### config.mk
export PLATFORM = sky130hd
export DESIGN_NAME = regfile_wb_scheduler
export DESIGN_NICKNAME = d
export VERILOG_FILES = /design/src/rtl/regfile_wb_scheduler_pkg.sv /design/src/rtl/regfile_wb_scheduler_wb_port_arbiter.sv /design/src/rtl/regfile_wb_scheduler.sv
export SDC_FILE = /design/constraint.sdc
export NUM_CORES = 1
export LEC_CHECK = 0
export BUFFER_PORTS_ARGS = -buffer_cell sky130_fd_sc_hd__buf_4
export CORE_ASPECT_RATIO = 0.6
export CORE_MARGIN = 5
export CORE_UTILIZATION = 45
export CTS_BUF_LIST = sky130_fd_sc_hd__clkbuf_8 sky130_fd_sc_hd__clkbuf_16
export DETAILED_ROUTE_END_ITERATION = 10
export PLACE_DENSITY = 0.74
export SYNTH_ARGS = -nofsm -noshare
export SYNTH_HDL_FRONTEND = slang
export SYNTH_SLANG_ARGS = --single-unit
### constraint.sdc
create_clock -name clk -period 3.33 [get_ports clk]
set_input_delay 0.1665 -clock clk [delete_from_list [all_inputs] [get_ports clk]]
set_output_delay 0.1665 -clock clk [all_outputs]
set_load 0.005 [all_outputs]
### src/rtl/regfile_wb_scheduler_pkg.sv
// Shared constants and types for the register-file writeback scheduler.
package regfile_pkg;

    localparam int NUM_REGS         = 32;
    localparam int IDX_W            = 5;
    localparam int DATA_W           = 16;
    localparam int STARVE_LIMIT_DEF = 3;

    // Width of each per-register pending-write count
    localparam int PEND_W = 2;
    localparam logic [PEND_W-1:0] PEND_MAX = '1;

    // One writeback request as seen by the write-port mux
    typedef struct packed {
        logic              valid;
        logic [IDX_W-1:0]  idx;
        logic [DATA_W-1:0] data;
    } wb_req_t;

endpackage

### src/rtl/regfile_wb_scheduler_wb_port_arbiter.sv
// Two-way writeback arbiter: mem normally wins, but an ALU request that has
// lost STARVE_LIMIT consecutive cycles is granted next.
module wb_port_arbiter
    import regfile_pkg::*;
#(
    parameter int STARVE_LIMIT = STARVE_LIMIT_DEF
) (
    input  logic clk,
    input  logic rst,
    input  logic alu_valid,
    input  logic mem_valid,
    output logic alu_grant,
    output logic mem_grant
);

    localparam int CNT_W = (STARVE_LIMIT < 1) ? 1 : $clog2(STARVE_LIMIT + 1);
    localparam logic [CNT_W-1:0] LIMIT_C = CNT_W'(STARVE_LIMIT);

    logic [CNT_W-1:0] starve_cnt;
    logic             starve_hit;

    // Single-winner grant; the starved ALU overrides the default mem priority
    always_comb begin
        alu_grant  = 1'b0;
        mem_grant  = 1'b0;
        starve_hit = (starve_cnt == LIMIT_C);
        if (alu_valid && (!mem_valid || starve_hit)) begin
            alu_grant = 1'b1;
        end else if (mem_valid) begin
            mem_grant = 1'b1;
        end
    end

    // Count consecutive lost ALU cycles, saturating at the limit
    always_ff @(posedge clk or posedge rst) begin
        if (rst) begin
            starve_cnt <= '0;
        end else if (!alu_valid || alu_grant) begin
            starve_cnt <= '0;
        end else if (starve_cnt != LIMIT_C) begin
            starve_cnt <= starve_cnt + CNT_W'(1);
        end
    end

endmodule

### src/rtl/regfile_wb_scheduler.sv
// Register-file writeback scheduler: shares the single write port between the
// ALU and load paths and tracks pending writes per register for decode hazards.
module regfile_wb_scheduler
    import regfile_pkg::*;
#(
    parameter int STARVE_LIMIT = STARVE_LIMIT_DEF
) (
    input  logic                clk,
    input  logic                rst,
    input  logic                issue_valid,
    input  logic [IDX_W-1:0]    issue_dest,
    input  logic                src_check,
    input  logic [IDX_W-1:0]    src1_idx,
    input  logic [IDX_W-1:0]    src2_idx,
    output logic                hazard_stall,
    input  logic                alu_wb_valid,
    input  logic [IDX_W-1:0]    alu_wb_idx,
    input  logic [DATA_W-1:0]   alu_wb_data,
    output logic                alu_wb_ready,
    input  logic                mem_wb_valid,
    input  logic [IDX_W-1:0]    mem_wb_idx,
    input  logic [DATA_W-1:0]   mem_wb_data,
    output logic                mem_wb_ready,
    output logic                rf_we,
    output logic [IDX_W-1:0]    rf_write_index,
    output logic [DATA_W-1:0]   rf_write_data,
    output logic [NUM_REGS-1:0] busy_vec,
    output logic                err_unexpected_wb
);

    logic alu_grant;
    logic mem_grant;

    wb_req_t alu_req;
    wb_req_t mem_req;
    wb_req_t win_req;

    logic [PEND_W-1:0]   pending [NUM_REGS];
    logic [NUM_REGS-1:0] inc_vec;
    logic [NUM_REGS-1:0] dec_vec;
    logic                issue_accept;
    logic                commit_to_idle;

    wb_port_arbiter #(
        .STARVE_LIMIT(STARVE_LIMIT)
    ) u_arbiter (
        .clk       (clk),
        .rst       (rst),
        .alu_valid (alu_wb_valid),
        .mem_valid (mem_wb_valid),
        .alu_grant (alu_grant),
        .mem_grant (mem_grant)
    );

    assign alu_wb_ready = alu_grant;
    assign mem_wb_ready = mem_grant;

    // Select the granted request for the write-port register
    always_comb begin
        alu_req = '{valid: alu_wb_valid, idx: alu_wb_idx, data: alu_wb_data};
        mem_req = '{valid: mem_wb_valid, idx: mem_wb_idx, data: mem_wb_data};
        win_req = '0;
        if (mem_grant) begin
            win_req = mem_req;
        end else if (alu_grant) begin
            win_req = alu_req;
        end
    end

    // Register the winner so the register file sees it one cycle after the handshake
    always_ff @(posedge clk or posedge rst) begin
        if (rst) begin
            rf_we          <= 1'b0;
            rf_write_index <= '0;
            rf_write_data  <= '0;
        end else begin
            rf_we <= win_req.valid;
            if (win_req.valid) begin
                rf_write_index <= win_req.idx;
                rf_write_data  <= win_req.data;
            end
        end
    end

    // Decode hazards: RAW on either source, or a destination whose count is full
    always_comb begin
        hazard_stall = 1'b0;
        if (src_check && ((pending[src1_idx] != '0) || (pending[src2_idx] != '0))) begin
            hazard_stall = 1'b1;
        end
        if (issue_valid && (pending[issue_dest] == PEND_MAX)) begin
            hazard_stall = 1'b1;
        end
    end

    assign issue_accept   = issue_valid && !hazard_stall;
    assign commit_to_idle = rf_we && (pending[rf_write_index] == '0);

    // Per-register increment/decrement requests; a commit to an idle register never decrements
    always_comb begin
        inc_vec  = '0;
        dec_vec  = '0;
        busy_vec = '0;
        for (int i = 0; i < NUM_REGS; i++) begin
            inc_vec[i]  = issue_accept && (issue_dest == IDX_W'(i));
            dec_vec[i]  = rf_we && (rf_write_index == IDX_W'(i)) && (pending[i] != '0);
            busy_vec[i] = (pending[i] != '0);
        end
    end

    // Pending-write counts; a simultaneous increment and decrement cancel out
    always_ff @(posedge clk or posedge rst) begin
        if (rst) begin
            for (int i = 0; i < NUM_REGS; i++) begin
                pending[i] <= '0;
            end
        end else begin
            for (int i = 0; i < NUM_REGS; i++) begin
                if (inc_vec[i] && !dec_vec[i]) begin
                    pending[i] <= pending[i] + PEND_W'(1);
                end else if (dec_vec[i] && !inc_vec[i]) begin
                    pending[i] <= pending[i] - PEND_W'(1);
                end
            end
        end
    end

    // Sticky flag for a write that nobody was waiting for
    always_ff @(posedge clk or posedge rst) begin
        if (rst) begin
            err_unexpected_wb <= 1'b0;
        end else if (commit_to_idle) begin
            err_unexpected_wb <= 1'b1;
        end
    end

endmodule

# Yosys cells after proc, flatten, opt, wreduce, memory -nomap -nowiden
# Index checks and enable logic that the tools add are counted.
# word_totals
mem_bits_rw	0
latchBits	0
out_inout_bits	58
register_bits	89
inputBits	63
word_cells	565
mem_bits_ro	0
mem_count	0
# classes
n_reduce_logical	305
magnitude_cmp	4
shifts	0
mux	85
mul	0
bitwise	4
n_eq_ne	65
n_div	0
addsub	65
# op_table
operator	count
1-bit logical AND	165
5-bit equality test (second input constant)	32
2-bit two-way mux	74
2-bit nonzero test	67
5-bit by 4-bit equality test with 1-bit output (second input constant)	16
1-bit logical NOT	67
2-bit by 1-bit adder with 2-bit output (second input constant)	33
2-bit by 1-bit subtractor with 2-bit output (second input constant)	32
22-bit two-way mux	2
2-bit binary-select mux with 5-bit select	4
5-bit by 3-bit equality test with 1-bit output (second input constant)	8
6-bit >= comparator (second input constant)	4
5-bit NOT with 6-bit output	4
5-bit by 2-bit equality test with 1-bit output (second input constant)	4
5-bit by 1-bit equality test with 1-bit output (second input constant)	2
5-bit logical NOT	2
1-bit two-way mux	5
2-bit equality test (second input constant)	2
1-bit logical OR	3
2-bit logical NOT	1
2-bit != test (second input constant)	1

# Logic depth before layout (Yosys ltp)
# logic_depth
depth_word	16
ltp_mapped	13
ltp_nobuf	12

# By module
# Synthesis repeated with hierarchy kept, for this count alone.
# hier_totals
cells_unflattened	640
hier_area_um2	6188.4
# modules_own_cells
module	cells_per_inst	seq_area_each_um2	area_per_inst_um2	n_inst
regfile_wb_scheduler	631	2177.1	6082.1	1
wb_port_arbiter	9	50.0	106.4	1

# Worst setup path after synthesis
# Ideal clock, no wire load.
# synth_timing
path_kind	reg2reg
startpoint	register pending[20] (netlist name)
endpoint	register pending[33] (netlist name)
period_less_slack_ns	3.025
setup_slack_ns	0.305
arrival_time_ns	2.900
setup_ns	0.125
stages_incl_launch_ff	13
t_required_ns	3.205
n_path_buf	2
path_cell_list	dfrtp_1 > or2_1 > buf_2 > mux4_2 > mux4_2 > a22oi_2 > a21boi_2 > buf_6 > nor4_1 > ha_1 > xor2_1 > nor2_1 > xor2_1
# synth_via
elab_chain_cells	14
word_cells_on_any_way	25
cone_classes	eq/ne: 1; mux: 12; reduce/logical: 12
# synth_lines
item	line	text
start: declaration	regfile_wb_scheduler.sv:38	logic [PEND_W-1:0] pending [NUM_REGS];
start signal: indexed assignment	regfile_wb_scheduler.sv:120	pending[i] <= pending[i] + PEND_W'(1);
start signal: indexed assignment	regfile_wb_scheduler.sv:122	pending[i] <= pending[i] - PEND_W'(1);
2-bit binary-select mux with 5-bit select	regfile_wb_scheduler.sv:88	if (src_check && ((pending[src1_idx] != '0) || (pending[src2_idx] != '0))) begin
2-bit two-way mux (not written as such) (2 in a row)	regfile_wb_scheduler.sv:88	
2-bit nonzero test	regfile_wb_scheduler.sv:88	
1-bit logical OR	regfile_wb_scheduler.sv:88	
1-bit logical AND	regfile_wb_scheduler.sv:88	
1-bit two-way mux	regfile_wb_scheduler.sv:88	
1-bit two-way mux (*)	regfile_wb_scheduler.sv:91	if (issue_valid && (pending[issue_dest] == PEND_MAX)) begin
1-bit logical NOT (*)	regfile_wb_scheduler.sv:96	assign issue_accept = issue_valid && !hazard_stall;
1-bit logical AND (*)	regfile_wb_scheduler.sv:96	
1-bit logical AND (*)	regfile_wb_scheduler.sv:105	inc_vec[i] = issue_accept && (issue_dest == IDX_W'(i));
1-bit logical NOT	regfile_wb_scheduler.sv:121	end else if (dec_vec[i] && !inc_vec[i]) begin
1-bit logical AND	regfile_wb_scheduler.sv:121	
2-bit nonzero test (no source line)	--	
# Mark *: on every way between the ends. The rest lies on a longest branch, timed or not. The select of a mux whose other input is x is not followed.
# A chain may end at the register's enable or synchronous reset.

# Worst setup path in the final report
# layout_timing
startpoint	register pending[41] (netlist name)
endpoint	register pending[41] (netlist name)
# layout_via
elab_chain_cells	14
word_cells_on_any_way	31
cone_classes	add/sub: 2; eq/ne: 1; mux: 13; reduce/logical: 15
# layout_lines
item	line
2-bit binary-select mux with 5-bit select	regfile_wb_scheduler.sv:88
2-bit two-way mux (not written as such) (2 in a row)	regfile_wb_scheduler.sv:88
2-bit nonzero test	regfile_wb_scheduler.sv:88
1-bit logical OR	regfile_wb_scheduler.sv:88
1-bit logical AND	regfile_wb_scheduler.sv:88
1-bit two-way mux	regfile_wb_scheduler.sv:88
1-bit two-way mux	regfile_wb_scheduler.sv:91
1-bit logical NOT	regfile_wb_scheduler.sv:96
1-bit logical AND	regfile_wb_scheduler.sv:96
1-bit logical AND	regfile_wb_scheduler.sv:105
1-bit logical NOT	regfile_wb_scheduler.sv:121
1-bit logical AND	regfile_wb_scheduler.sv:121
2-bit nonzero test (no source line)	--
# Several ways; a longest one is shown, not always the timed one. The select of a mux whose other input is x is not followed.

==> run_results.csv <==
group,metric,value,unit
power_and_ir_drop,p_leak,3.31,nW
cells_and_area,antenna_cells,0,
cells_and_area,layoutNonFillerInstCount,989,
drt,finalWirelength,22700,um
global_routing,grt_pass1_vias,5868,
synth,synthesis.nets,757,
worst_setup_path,worst-endpoint-required,3.61,ns
worst_setup_path,cp.arrival,3.63,ns
cells_and_area,postLayoutCellArea,8240,um^2
clock_tree,path_clk_slew,0.07,ns
worst_setup_path,end_kind,"flop",
min_path,hold_path.class,"primary input to flop",
timing,maxClockFrequency,298,MHz
drt,vias,6029,
worst_setup_path,critPathLaunchType,"flop",
synth,syn_area_per_cell,9.35,um^2
timing,tns,-0.0248,ns
synth,synth_seq_area_share,36.0,%
timing,fin_crit_sh,101,%
drt,drc_errors,0,
clock_tree,clk_latency,0.35,ns
drt,firstDrtPassIters,5,
synth,synth_cell_type_count,49,
worst_setup_path,slowest_stage,"mux4_2",
clock_tree,cts_root_buffer,"clkbuf_16",
synth,ys.flop_type,"dfrtp_1",
global_routing,antenna_found_initial,0,
die,start_util,45.6,%
clock_tree,tritoncts,"done",
worst_setup_path,timing_worst_setup_path_type,"flop to flop",
die,coreArea,13500,um^2
worst_setup_path,slowest_delay,0.51,ns
timing,slew_headroom,33.8,%
power_and_ir_drop,power_density,630,nW/um^2
drt,avgRoutedWirePerCell,22.9,um
clock_tree,cts.sinks,89,
timing,tightest_slew,0.990,ns
place,io_buffers,120,
place,dp_cells,958,
worst_setup_path,crit_path_frequent_cell,"mux4_2",
timing,slew_violations,0,
die,fp.dieH,101,um
timing,worst_slack,-0.0248,ns
global_routing,grt_max_degree,37,
global_routing,grt-ovfl-total,0,
place,gp_congestion,1.05,
place,place_area,7450,um^2
synth,yosys_warnings,0,
clock_tree,cts_buffers,9,
flow_run,maxCapViolations,0,
die,placementRows,33,
cells_and_area,drive_gt1_share,33.4,%
drt,drt_iter0_markers,719,
clock_tree,clk_path_buf_depth,2,
timing,finClkSkew,0.00613,ns
drt,final_antenna_net_count,0,
die,num_io_pins,121,
global_routing,grt_first_pass_wirelength,33900,um
cells_and_area,layout.nets,905,
timing,holdWs,0.0461,ns
timing,setup_viol,1,
clock_tree,htreeDepth,3,
worst_setup_path,crit_fanout,5,
synth,async_reset_ff_share,100,%
timing,hold_violations,0,
synth,synth_edf_count,0,
drt,viasPerCell,6.10,
run_status,outcome,"finished, violations left",
die,die_w,161,um
synth,netlist_area,6180,um^2
die,dieArea,16300,um^2
global_routing,track_usage,27.2,%
cells_and_area,syn_to_final_growth,33.2,%
synth,synth_seq_cells,89,
synth,netlist_instances,661,
worst_setup_path,path_cells,"or2_1, mux4_2, mux4_2, a22oi_2, a21boi_4, nor4_1, ha_1, nor2_1, xor2_1",
place,dp_hpwl,17300,um
power_and_ir_drop,vdd_ir_drop_max,0.000429,V
timing,fin_crit,3.35,ns
timing,rsz0062_at_grt,"yes",
run_status,violations,"negative setup slack",
layer usage:
metal | track usage [%] | wire (um) | up-vias
li1 | - | - | 2633
met1 | 39.9 | 9840 | 2971
met2 | 38.1 | 9660 | 385
met3 | 10.5 | 2850 | 40
met4 | 6.16 | 328 | 0
met5 | 0 | 0 | -
cells in the mapped netlist, types with 16 or more instances:
cell type  instances  area (um^2)
nor4_1            16          100
inv_1             18         67.6
o22ai_1           23          144
or2_1             22          138
nand3_1           52          260
xor2_1            64          561
xnor2_1           32          280
ha_1              33          413
clkbuf_1          32          120
dfrtp_1           89         2230
nor3_1            27          135
nor2_1            93          349
mux4_2            21          473
nand2_1           33          124
logic make-up after synthesis:
| logic type | count (synthesis) | share of synthesized area (%) |
|---|---|---|
| AND/OR/NAND/NOR | 289 | 23.5 |
| XOR/XNOR | 96 | 13.6 |
| flip-flops | 89 | 36.0 |
| AO/OA/AOI/OAI | 67 | 7.21 |
| buffers and inverters | 57 | 3.72 |
| adder cells (fa/ha/maj) | 33 | 6.68 |
| multiplexers | 30 | 9.23 |
repair_timing:
| item | CTS | global route |
|---|---|---|
| hold buffers | 1 | 0 |
| gates resized for setup | 4 | 59 |
| gates cloned | 0 | 1 |
| setup endpoints to repair | 5 | 31 |
| pin swaps | 0 | 27 |
| setup buffers | 0 | 13 |
| endpoints found under the hold margin | 34 | 0 |
final timing paths:
check                      depth (start not counted)                     from  slack (ns)                      end
max                                                9              pending[41]       -0.02              pending[41]
min                                                3          alu_wb_data[13]        0.05        rf_write_data[13]
max reg2reg                                        9              pending[41]       -0.02              pending[41]
min reg2reg                                        1  u_arbiter.starve_cnt[0]        0.43  u_arbiter.starve_cnt[0]
max in group asynchronous                          4                      rst        2.07              pending[32]
min in group asynchronous                          3                      rst        0.44        rf_write_data[15]
critical path: cells and delay by family (launching register included):
kind                       cells  cell delay, ns
xor gates and xnor gates       1            0.16
DFF                            1            0.42
AOI/OAI and AO/OA              2            0.43
and+or+nand+nor                3            0.92
muxes                          2            1.01
adders and majority gates      1            0.34
cell type report:
class / instances / area [um^2]
well taps: 175 / 219
repair buffers: 173 / 1340
multi-input cells: 516 / 4080
fillers: 1132 / 5310
clock buffers: 9 / 225
clock inverters: 7 / 61.3
flip-flops and latches: 89 / 2230
inverters: 20 / 76.3
layout by cell type (no fill, tap or decap), types with 22 or more instances in the layout:
| cell | n |
|---|---|
| buf_4 | 168 |
| nor2_1 | 88 |
| dfrtp_1 | 87 |
| xor2_1 | 60 |
| nand3_1 | 52 |
| nand2_1 | 33 |
| xnor2_1 | 32 |
| ha_1 | 24 |
| o22ai_1 | 23 |
| or2_1 | 22 |
power breakdown:
| group | switching [mW] | total [mW] | internal, mW |
|---|---|---|---|
| Combinational | 1.11 | 2.21 | 1.10 |
| Clock | 0.492 | 1.01 | 0.521 |
| Sequential | 0.488 | 1.96 | 1.47 |
state kept, by name (all words and copies together) (netlist names):
name                  count
rf_write_index            5
err_unexpected_wb         1
u_arbiter.starve_cnt      2
pending                  64
rf_write_data            16
rf_we                     1
through the flow:
stage / total power [mW] / util (%) / setup slack, ns
after floorplan: 2.97 / - / 0.305
after global placement: 3.83 / 55.0 / 0.0486
after detailed placement: 3.91 / 55.0 / -0.0904
after CTS: 4.94 / 57.4 / -0.0408
after global routing: 5.40 / 60.8 / -0.0469
final: 5.18 / 60.8 / -0.0248
Note: power is estimated with default switching activity, not from simulation.
